--- config.mk ---
export PLATFORM = sky130hd
export DESIGN_NAME = csi_pkt_sequencer
export DESIGN_NICKNAME = d
export VERILOG_FILES = /design/src/rtl/csi_pkt_sequencer.sv
export SDC_FILE = /design/constraint.sdc
export NUM_CORES = 1
export LEC_CHECK = 0
export BUFFER_PORTS_ARGS = -buffer_cell sky130_fd_sc_hd__buf_4
export CAP_MARGIN = 10
export CORE_MARGIN = 4
export CORE_UTILIZATION = 40
export DETAILED_ROUTE_END_ITERATION = 6
export HOLD_SLACK_MARGIN = 0.06
export PLACE_DENSITY = 0.74
export SLEW_MARGIN = 40
export SYNTH_ARGS = -nofsm -noshare
export SYNTH_HDL_FRONTEND = slang
export SYNTH_SLANG_ARGS = --single-unit
--- constraint.sdc ---
create_clock -name clk_i -period 3.6 [get_ports clk_i]
set_clock_uncertainty 0.1 [all_clocks]
set_input_delay 0.9 -clock clk_i [delete_from_list [all_inputs] [get_ports clk_i]]
set_output_delay 0.9 -clock clk_i [all_outputs]
set_load 0.1 [all_outputs]
--- src/rtl/csi_pkt_sequencer.sv ---
// CSI-2 packet sequencer: header decode, VC filter, frame/line tracking, payload beat counting
// and CRC word extraction between the lane merger/ECC stage and the pixel unpacker.
module csi_pkt_sequencer #(
  parameter logic [1:0]  VC     = 2'd0,
  parameter int unsigned MAX_WC = 4096
) (
  input  logic        clk_i,
  input  logic        reset_i,
  input  logic [23:0] hdr_in_i,
  input  logic        hdr_valid_i,
  input  logic        ecc_error_i,
  input  logic [15:0] data_in_i,
  input  logic        data_valid_i,
  input  logic        eot_i,
  output logic [15:0] pix_data_o,
  output logic        pix_valid_o,
  output logic [5:0]  pix_dt_o,
  output logic        frame_active_o,
  output logic        line_active_o,
  output logic        frame_start_o,
  output logic        frame_end_o,
  output logic [15:0] frame_num_o,
  output logic [15:0] crc_word_o,
  output logic        crc_valid_o,
  output logic        pkt_done_o,
  output logic        err_ecc_o,
  output logic        err_wc_o,
  output logic        err_trunc_o
);

  typedef enum logic [2:0] {StIdle, StPayload, StCrc, StSkip, StResync} state_e;

  localparam logic [5:0] DtFs = 6'h00;
  localparam logic [5:0] DtFe = 6'h01;
  localparam logic [5:0] DtLs = 6'h02;
  localparam logic [5:0] DtLe = 6'h03;

  state_e      state_q, state_d;
  logic [15:0] beats_q, beats_d;
  logic [15:0] pix_data_q, pix_data_d;
  logic        pix_valid_q, pix_valid_d;
  logic [5:0]  pix_dt_q, pix_dt_d;
  logic        frame_active_q, frame_active_d;
  logic        line_active_q, line_active_d;
  logic        frame_start_q, frame_start_d;
  logic        frame_end_q, frame_end_d;
  logic [15:0] frame_num_q, frame_num_d;
  logic [15:0] crc_word_q, crc_word_d;
  logic        crc_valid_q, crc_valid_d;
  logic        pkt_done_q, pkt_done_d;
  logic        err_ecc_q, err_ecc_d;
  logic        err_wc_q, err_wc_d;
  logic        err_trunc_q, err_trunc_d;

  logic [5:0]  hdr_dt;
  logic [1:0]  hdr_vc;
  logic [15:0] hdr_wc;
  logic        hdr_long;
  logic        wc_bad;
  logic [16:0] skip_sum;
  logic [15:0] skip_beats;

  assign hdr_dt     = hdr_in_i[5:0];
  assign hdr_vc     = hdr_in_i[7:6];
  assign hdr_wc     = hdr_in_i[23:8];
  assign hdr_long   = (hdr_dt >= 6'h10);
  assign wc_bad     = hdr_wc[0] || ({16'd0, hdr_wc} > MAX_WC);
  // Skipped packets consume payload plus the CRC word, rounded up to whole beats.
  assign skip_sum   = {1'b0, hdr_wc} + 17'd3;
  assign skip_beats = skip_sum[16:1];

  always_comb begin
    state_d        = state_q;
    beats_d        = beats_q;
    pix_data_d     = pix_data_q;
    pix_valid_d    = 1'b0;
    pix_dt_d       = pix_dt_q;
    frame_active_d = frame_active_q;
    line_active_d  = line_active_q;
    frame_start_d  = 1'b0;
    frame_end_d    = 1'b0;
    frame_num_d    = frame_num_q;
    crc_word_d     = crc_word_q;
    crc_valid_d    = 1'b0;
    pkt_done_d     = 1'b0;
    err_ecc_d      = 1'b0;
    err_wc_d       = 1'b0;
    err_trunc_d    = 1'b0;

    unique case (state_q)
      StIdle: begin
        // A header arriving with eot is discarded along with the transmission.
        if (hdr_valid_i && !eot_i) begin
          if (ecc_error_i) begin
            err_ecc_d = 1'b1;
            state_d   = StResync;
          end else if (hdr_vc != VC) begin
            if (hdr_long) begin
              beats_d = skip_beats;
              state_d = StSkip;
            end
          end else if (!hdr_long) begin
            case (hdr_dt)
              DtFs: begin
                frame_active_d = 1'b1;
                frame_start_d  = 1'b1;
                frame_num_d    = hdr_wc;
              end
              DtFe: begin
                frame_active_d = 1'b0;
                line_active_d  = 1'b0;
                frame_end_d    = 1'b1;
              end
              DtLs:    line_active_d = 1'b1;
              DtLe:    line_active_d = 1'b0;
              default: ;
            endcase
          end else if (wc_bad) begin
            err_wc_d = 1'b1;
            beats_d  = skip_beats;
            state_d  = StSkip;
          end else if (hdr_wc == 16'd0) begin
            state_d = StCrc;
          end else begin
            pix_dt_d = hdr_dt;
            beats_d  = {1'b0, hdr_wc[15:1]};
            state_d  = StPayload;
          end
        end
      end
      StPayload: begin
        if (data_valid_i) begin
          if (frame_active_q) begin
            pix_data_d  = data_in_i;
            pix_valid_d = 1'b1;
          end
          beats_d = beats_q - 16'd1;
          if (beats_q == 16'd1) state_d = StCrc;
        end
      end
      StCrc: begin
        if (data_valid_i) begin
          crc_word_d  = data_in_i;
          crc_valid_d = 1'b1;
          pkt_done_d  = 1'b1;
          state_d     = StIdle;
        end
      end
      StSkip: begin
        if (data_valid_i) begin
          beats_d = beats_q - 16'd1;
          if (beats_q == 16'd1) state_d = StIdle;
        end
      end
      StResync: ;
      default:  state_d = StIdle;
    endcase

    // A CRC beat coincident with eot still completes the packet.
    if (eot_i) begin
      state_d       = StIdle;
      beats_d       = 16'd0;
      line_active_d = 1'b0;
      if (state_q == StPayload || (state_q == StCrc && !data_valid_i)) err_trunc_d = 1'b1;
    end
  end

  always_ff @(posedge clk_i) begin
    if (reset_i) begin
      state_q        <= StIdle;
      beats_q        <= 16'd0;
      pix_data_q     <= 16'd0;
      pix_valid_q    <= 1'b0;
      pix_dt_q       <= 6'd0;
      frame_active_q <= 1'b0;
      line_active_q  <= 1'b0;
      frame_start_q  <= 1'b0;
      frame_end_q    <= 1'b0;
      frame_num_q    <= 16'd0;
      crc_word_q     <= 16'd0;
      crc_valid_q    <= 1'b0;
      pkt_done_q     <= 1'b0;
      err_ecc_q      <= 1'b0;
      err_wc_q       <= 1'b0;
      err_trunc_q    <= 1'b0;
    end else begin
      state_q        <= state_d;
      beats_q        <= beats_d;
      pix_data_q     <= pix_data_d;
      pix_valid_q    <= pix_valid_d;
      pix_dt_q       <= pix_dt_d;
      frame_active_q <= frame_active_d;
      line_active_q  <= line_active_d;
      frame_start_q  <= frame_start_d;
      frame_end_q    <= frame_end_d;
      frame_num_q    <= frame_num_d;
      crc_word_q     <= crc_word_d;
      crc_valid_q    <= crc_valid_d;
      pkt_done_q     <= pkt_done_d;
      err_ecc_q      <= err_ecc_d;
      err_wc_q       <= err_wc_d;
      err_trunc_q    <= err_trunc_d;
    end
  end

  assign pix_data_o     = pix_data_q;
  assign pix_valid_o    = pix_valid_q;
  assign pix_dt_o       = pix_dt_q;
  assign frame_active_o = frame_active_q;
  assign line_active_o  = line_active_q;
  assign frame_start_o  = frame_start_q;
  assign frame_end_o    = frame_end_q;
  assign frame_num_o    = frame_num_q;
  assign crc_word_o     = crc_word_q;
  assign crc_valid_o    = crc_valid_q;
  assign pkt_done_o     = pkt_done_q;
  assign err_ecc_o      = err_ecc_q;
  assign err_wc_o       = err_wc_q;
  assign err_trunc_o    = err_trunc_q;

endmodule

==> summary.md <==
| Metric | Value |
|---|---|
| Data arrival time of the critical path | 3.03 ns |
| Top FF cell, synth | sky130_fd_sc_hd__dfxtp_1 |
| Final cycle utilization of the critical path | 0.802 |
| Cell repeated most along the worst path | sky130_fd_sc_hd__buf_4 |
| CTS Hold Bufs | 0 |
| Number of flip-flops and latches in the synthesized netlist | 82 |
| YS warnings | 0 |
| Antenna Nets Post-Route | 0 |
| Final hold slack | 0.357 ns |
| Count of flip-flops with a built-in enable after synthesis | 0 |
| Clock root buffer master | sky130_fd_sc_hd__clkbuf_8 |
| Number of nets produced by synthesis | 538 |
| Compound-Gate Fraction of Synth Area | 0.182 |
| Path depth of the worst reg2reg path | 7 |
| Placed wire-length estimate after detailed placement | 8.03 mm |
| P&R area growth vs syn | 29.7% |
| Gates resized, CTS repair | 0 |
| Pin count of the biggest net entering global routing | 63 |
| Die area | 11100 µm² |
| Synth Area in XOR/XNOR | 0.0299 |
| Minimum period implied by the final worst setup slack | 2.89 ns |
| Y dimension of the die | 106 µm |
| Global placement routability congestion | 0.949 |
| Unrepaired setup endpoints after global routing | false |
| Worst reg2reg startpoint | state_q[0] |
| Leakage | 1.90 nW |
| Worst slack after detailed placement | 0.406 ns |
| HP Class | reg -> reg |
| Reg clk slew, reported paths | 0.09 ns |
| Number of failing setup endpoints in the final timing report | 0 |
| IO Port Bufs | 109 |
| Count of routing violations after the opening detailed-route iteration | 282 |
| Ranking of synthesized cells by area | sky130_fd_sc_hd__dfxtp_1 (43%), sky130_fd_sc_hd__nand2_1 (11%), sky130_fd_sc_hd__a21oi_1 (8.7%) |
| WL final | 11.3 mm |
| Average footprint of a synthesized cell | 7.79 µm² |
| Endpoint kind of the worst setup timing path | register |
| Final slew viol count | 0 |
| Fraction of the mapped netlist area in simple logic gates | 0.284 |
| Peak VDD IR | 0.242 mV |
| Average wire per cell in the routed design | 15.6 µm |
| Clock sink total | 82 |
| Crit path largest cell delay | 0.47 ns |
| Share of synthesized registers carrying an async set or reset | 0 |
| Origin of the worst setup path | hdr_in_i[9] |
| Sum of negative setup slack | 0 ns |
| Effective utilization at floorplan | 0.412 |
| Share of cells above drive strength 1 | 0.246 |
| CTS tree | yes |
| Worst-case clock buffer depth | 2 |
| Combinational family with the most area after synthesis | simple AND/OR/NAND/NOR gates |
| Max Clk Rate | 0.346 GHz |
| Net count of the finished layout | 638 |
| Number of different library cells in the post-synthesis netlist | 52 |
| Outcome | complete, no violations |
| Number of design rule violations left after detail routing | 0 |
| Most area-hungry cell type in the Yosys netlist | sky130_fd_sc_hd__dfxtp_1 |
| Number of I/O pins | 110 |
| Reg-to-Reg End | beats_q[7] |
| Std-Cell Core Area | 9240 µm² |
| Number of standard cells in the layout, taps in and fillers out | 723 |
| Final number of hold-violating endpoints | 0 |
| Latest clock arrival within the worst-skew pair | 0.35 ns |
| Max-cap violations | 0 |
| Overall fraction of global-route tracks in use | 0.200 |
| Crit Path Category | in -> reg |
| Post-Syn Area | 3810 µm² |
| Family with the most delay on the worst path | simple AND/OR/NAND/NOR gates |
| Ant. Diodes | 0 |
| Post-CTS repair timing setup buffer count | 0 |
| Via count | 3871 |
| Register-to-Register Setup Slack | 1.04 ns |
| Slew at the pin closest to its max-slew limit | 0.665 ns |
| Crit path launch type | input port |
| Count of cell instances traversed by the critical path | 9 |
| Combined buffer and inverter count along the critical path | 3 |
| Part of the Yosys area used for sequential elements | 0.431 |
| Multiplexer share of the synthesized area | 0.0210 |
| Max H-tree Level | 3 |
| Cts bufs inserted | 9 |
| Post-detailed-route via-to-cell ratio | 5.35 |
| Row Count | 35 |
| Initial antenna violation count | 0 |
| Yosys top cell area share | 0.431 |
| Power density normalized to cell area | 372 nW/µm² |
| Tightest slew margin relative to the limit | 0.556 |
| Instance count after placement with tap cells included | 706 |
| Post-route worst setup slack | 0.714 ns |
| Slowest stage cell on the critical path | sky130_fd_sc_hd__o32a_1 |
| Share of synthesized cell area in full adder, half adder and majority cells | 0.00986 |
| Die width | 106 µm |
| Critical Path End | beats_q[2] |
| Number of detailed-routing iterations run before antenna repair | 4 |
| Required time of the worst setup path | 3.74 ns |
| First-pass GRT wire length | 18.4 mm |
| Number of global-route vias before repair | 3734 |
| Cell count after synthesis | 489 |
| Critical path peak fanout | 24 |
| Remaining global-route overflow | 0 |
| Cells traversed along the worst timing path | buf_4 -> inv_1 -> ha_1 -> nor4b_1 -> nand3_1 -> o32a_1 -> buf_4 -> and2_1 -> a32o_1 |
-- synth_stat cells (2+ instances only) --
cell                        count
sky130_fd_sc_hd__a211oi_1       2
sky130_fd_sc_hd__a21oi_1       66
sky130_fd_sc_hd__a32o_1         2
sky130_fd_sc_hd__a32oi_1        5
sky130_fd_sc_hd__and2_1         3
sky130_fd_sc_hd__and3_1         4
sky130_fd_sc_hd__and4_1         2
sky130_fd_sc_hd__buf_2          2
sky130_fd_sc_hd__buf_6          2
sky130_fd_sc_hd__clkbuf_1      23
sky130_fd_sc_hd__dfxtp_1       82
sky130_fd_sc_hd__ha_1           3
sky130_fd_sc_hd__inv_1          7
sky130_fd_sc_hd__mux2i_1        8
sky130_fd_sc_hd__nand2_1      116
sky130_fd_sc_hd__nand2b_1       2
sky130_fd_sc_hd__nand3_1       10
sky130_fd_sc_hd__nand3b_1       3
sky130_fd_sc_hd__nand4_1        5
sky130_fd_sc_hd__nor2_1        28
sky130_fd_sc_hd__nor2b_1        2
sky130_fd_sc_hd__nor3_1        19
sky130_fd_sc_hd__nor3_2         2
sky130_fd_sc_hd__nor3b_1        2
sky130_fd_sc_hd__nor4_1         8
sky130_fd_sc_hd__nor4b_1        5
sky130_fd_sc_hd__o2111ai_1      2
sky130_fd_sc_hd__o211ai_1       4
sky130_fd_sc_hd__o21ai_0       26
sky130_fd_sc_hd__o31ai_1        2
sky130_fd_sc_hd__o32ai_1        2
sky130_fd_sc_hd__or2_2          3
sky130_fd_sc_hd__or3_1          4
sky130_fd_sc_hd__or3_2          2
sky130_fd_sc_hd__or4_1          3
sky130_fd_sc_hd__xnor2_1        9
sky130_fd_sc_hd__xor2_1         4
-- logic make-up after synthesis --
logic type,after synthesis
fa+ha+maj,3
compound gates,119
xor+xnor,13
simple gates,228
buf+inv,36
flops,82
mux,8
-- cells in the final DEF (no fill, tap or decap), types with 3 or more instances in the layout --
cell type                  count
sky130_fd_sc_hd__and2_1        3
sky130_fd_sc_hd__nor4b_1       4
sky130_fd_sc_hd__and3_1        4
sky130_fd_sc_hd__buf_4       117
sky130_fd_sc_hd__xnor2_1       9
sky130_fd_sc_hd__o211ai_1      4
sky130_fd_sc_hd__nand4_1       5
sky130_fd_sc_hd__nor3_1       19
sky130_fd_sc_hd__nand3b_1      3
sky130_fd_sc_hd__clkbuf_8      9
sky130_fd_sc_hd__mux2i_1       8
sky130_fd_sc_hd__or2_2         3
sky130_fd_sc_hd__inv_6         3
sky130_fd_sc_hd__a21oi_1      66
sky130_fd_sc_hd__nand2_1     116
sky130_fd_sc_hd__nand3_1      10
sky130_fd_sc_hd__or3_1         4
sky130_fd_sc_hd__o21ai_0      26
sky130_fd_sc_hd__nor2_1       28
sky130_fd_sc_hd__nor4_1        8
sky130_fd_sc_hd__xor2_1        4
sky130_fd_sc_hd__inv_1         7
sky130_fd_sc_hd__or4_1         3
sky130_fd_sc_hd__ha_1          3
sky130_fd_sc_hd__dfxtp_1      82
sky130_fd_sc_hd__a32oi_1       5
-- sequential cells by signal (all words and copies together) (netlist names), 3 cells and up --
register	cells
state_q	3
pix_data_o	16
pix_dt_o	6
crc_word_o	16
beats_q	16
frame_num_o	16
-- stage by stage --
step	utilization	instance area [µm²]	total power, mW
after floorplan	-	3810	1.05
after global placement	0.511	4720	1.14
after detailed placement	0.511	4720	1.14
after CTS	0.533	4930	1.84
after global routing	0.535	4940	1.90
final	0.535	4940	1.84
-- how the worst min path moves through the flow --
| stage | start | to | slack [ns] | cells after the start |
|---|---|---|---|---|
| global placement | frame_num_o[8] | frame_num_o[8] | 0.34 | 2 |
| CTS | frame_num_o[14] | frame_num_o[14] | 0.36 | 2 |
| floorplan | beats_q[10] | beats_q[10] | 0.34 | 2 |
| detailed placement | frame_num_o[14] | frame_num_o[14] | 0.35 | 2 |
| global route | frame_num_o[14] | frame_num_o[14] | 0.38 | 2 |
| finish | pix_data_o[9] | pix_data_o[9] | 0.36 | 2 |
-- power by group --
| part | switching, mW | internal, mW |
|---|---|---|
| clock | 0.382 | 0.333 |
| sequential | 0.00693 | 0.913 |
| combinational | 0.126 | 0.0767 |
| total | 0.515 | 1.32 |
-- area by class of cell --
class | instances | area, µm²
Clock buffer | 9 | 124
Clock inverter | 7 | 85.1
Fill cell | 836 | 4300
Inverter | 7 | 26.3
Multi-Input combinational cell | 371 | 2010
Sequential cell | 82 | 1640
Tap cell | 129 | 161
Timing Repair Buffer | 118 | 890
-- routing by layer --
metal	vias to the layer above	part of all wire	GRT usage
met5	-	0	0
met4	0	0.018	0.0740
met3	17	0.048	0.0435
met2	107	0.49	0.332
met1	1832	0.44	0.256
li1	1915	-	-
-- tightest hold or removal path, stage by stage (launching register included) --
cell	delay, ns
sky130_fd_sc_hd__dfxtp_1	0.32
sky130_fd_sc_hd__nand2_1	0.05
sky130_fd_sc_hd__a21oi_1	0.05
(Power assumes the default switching activity.)
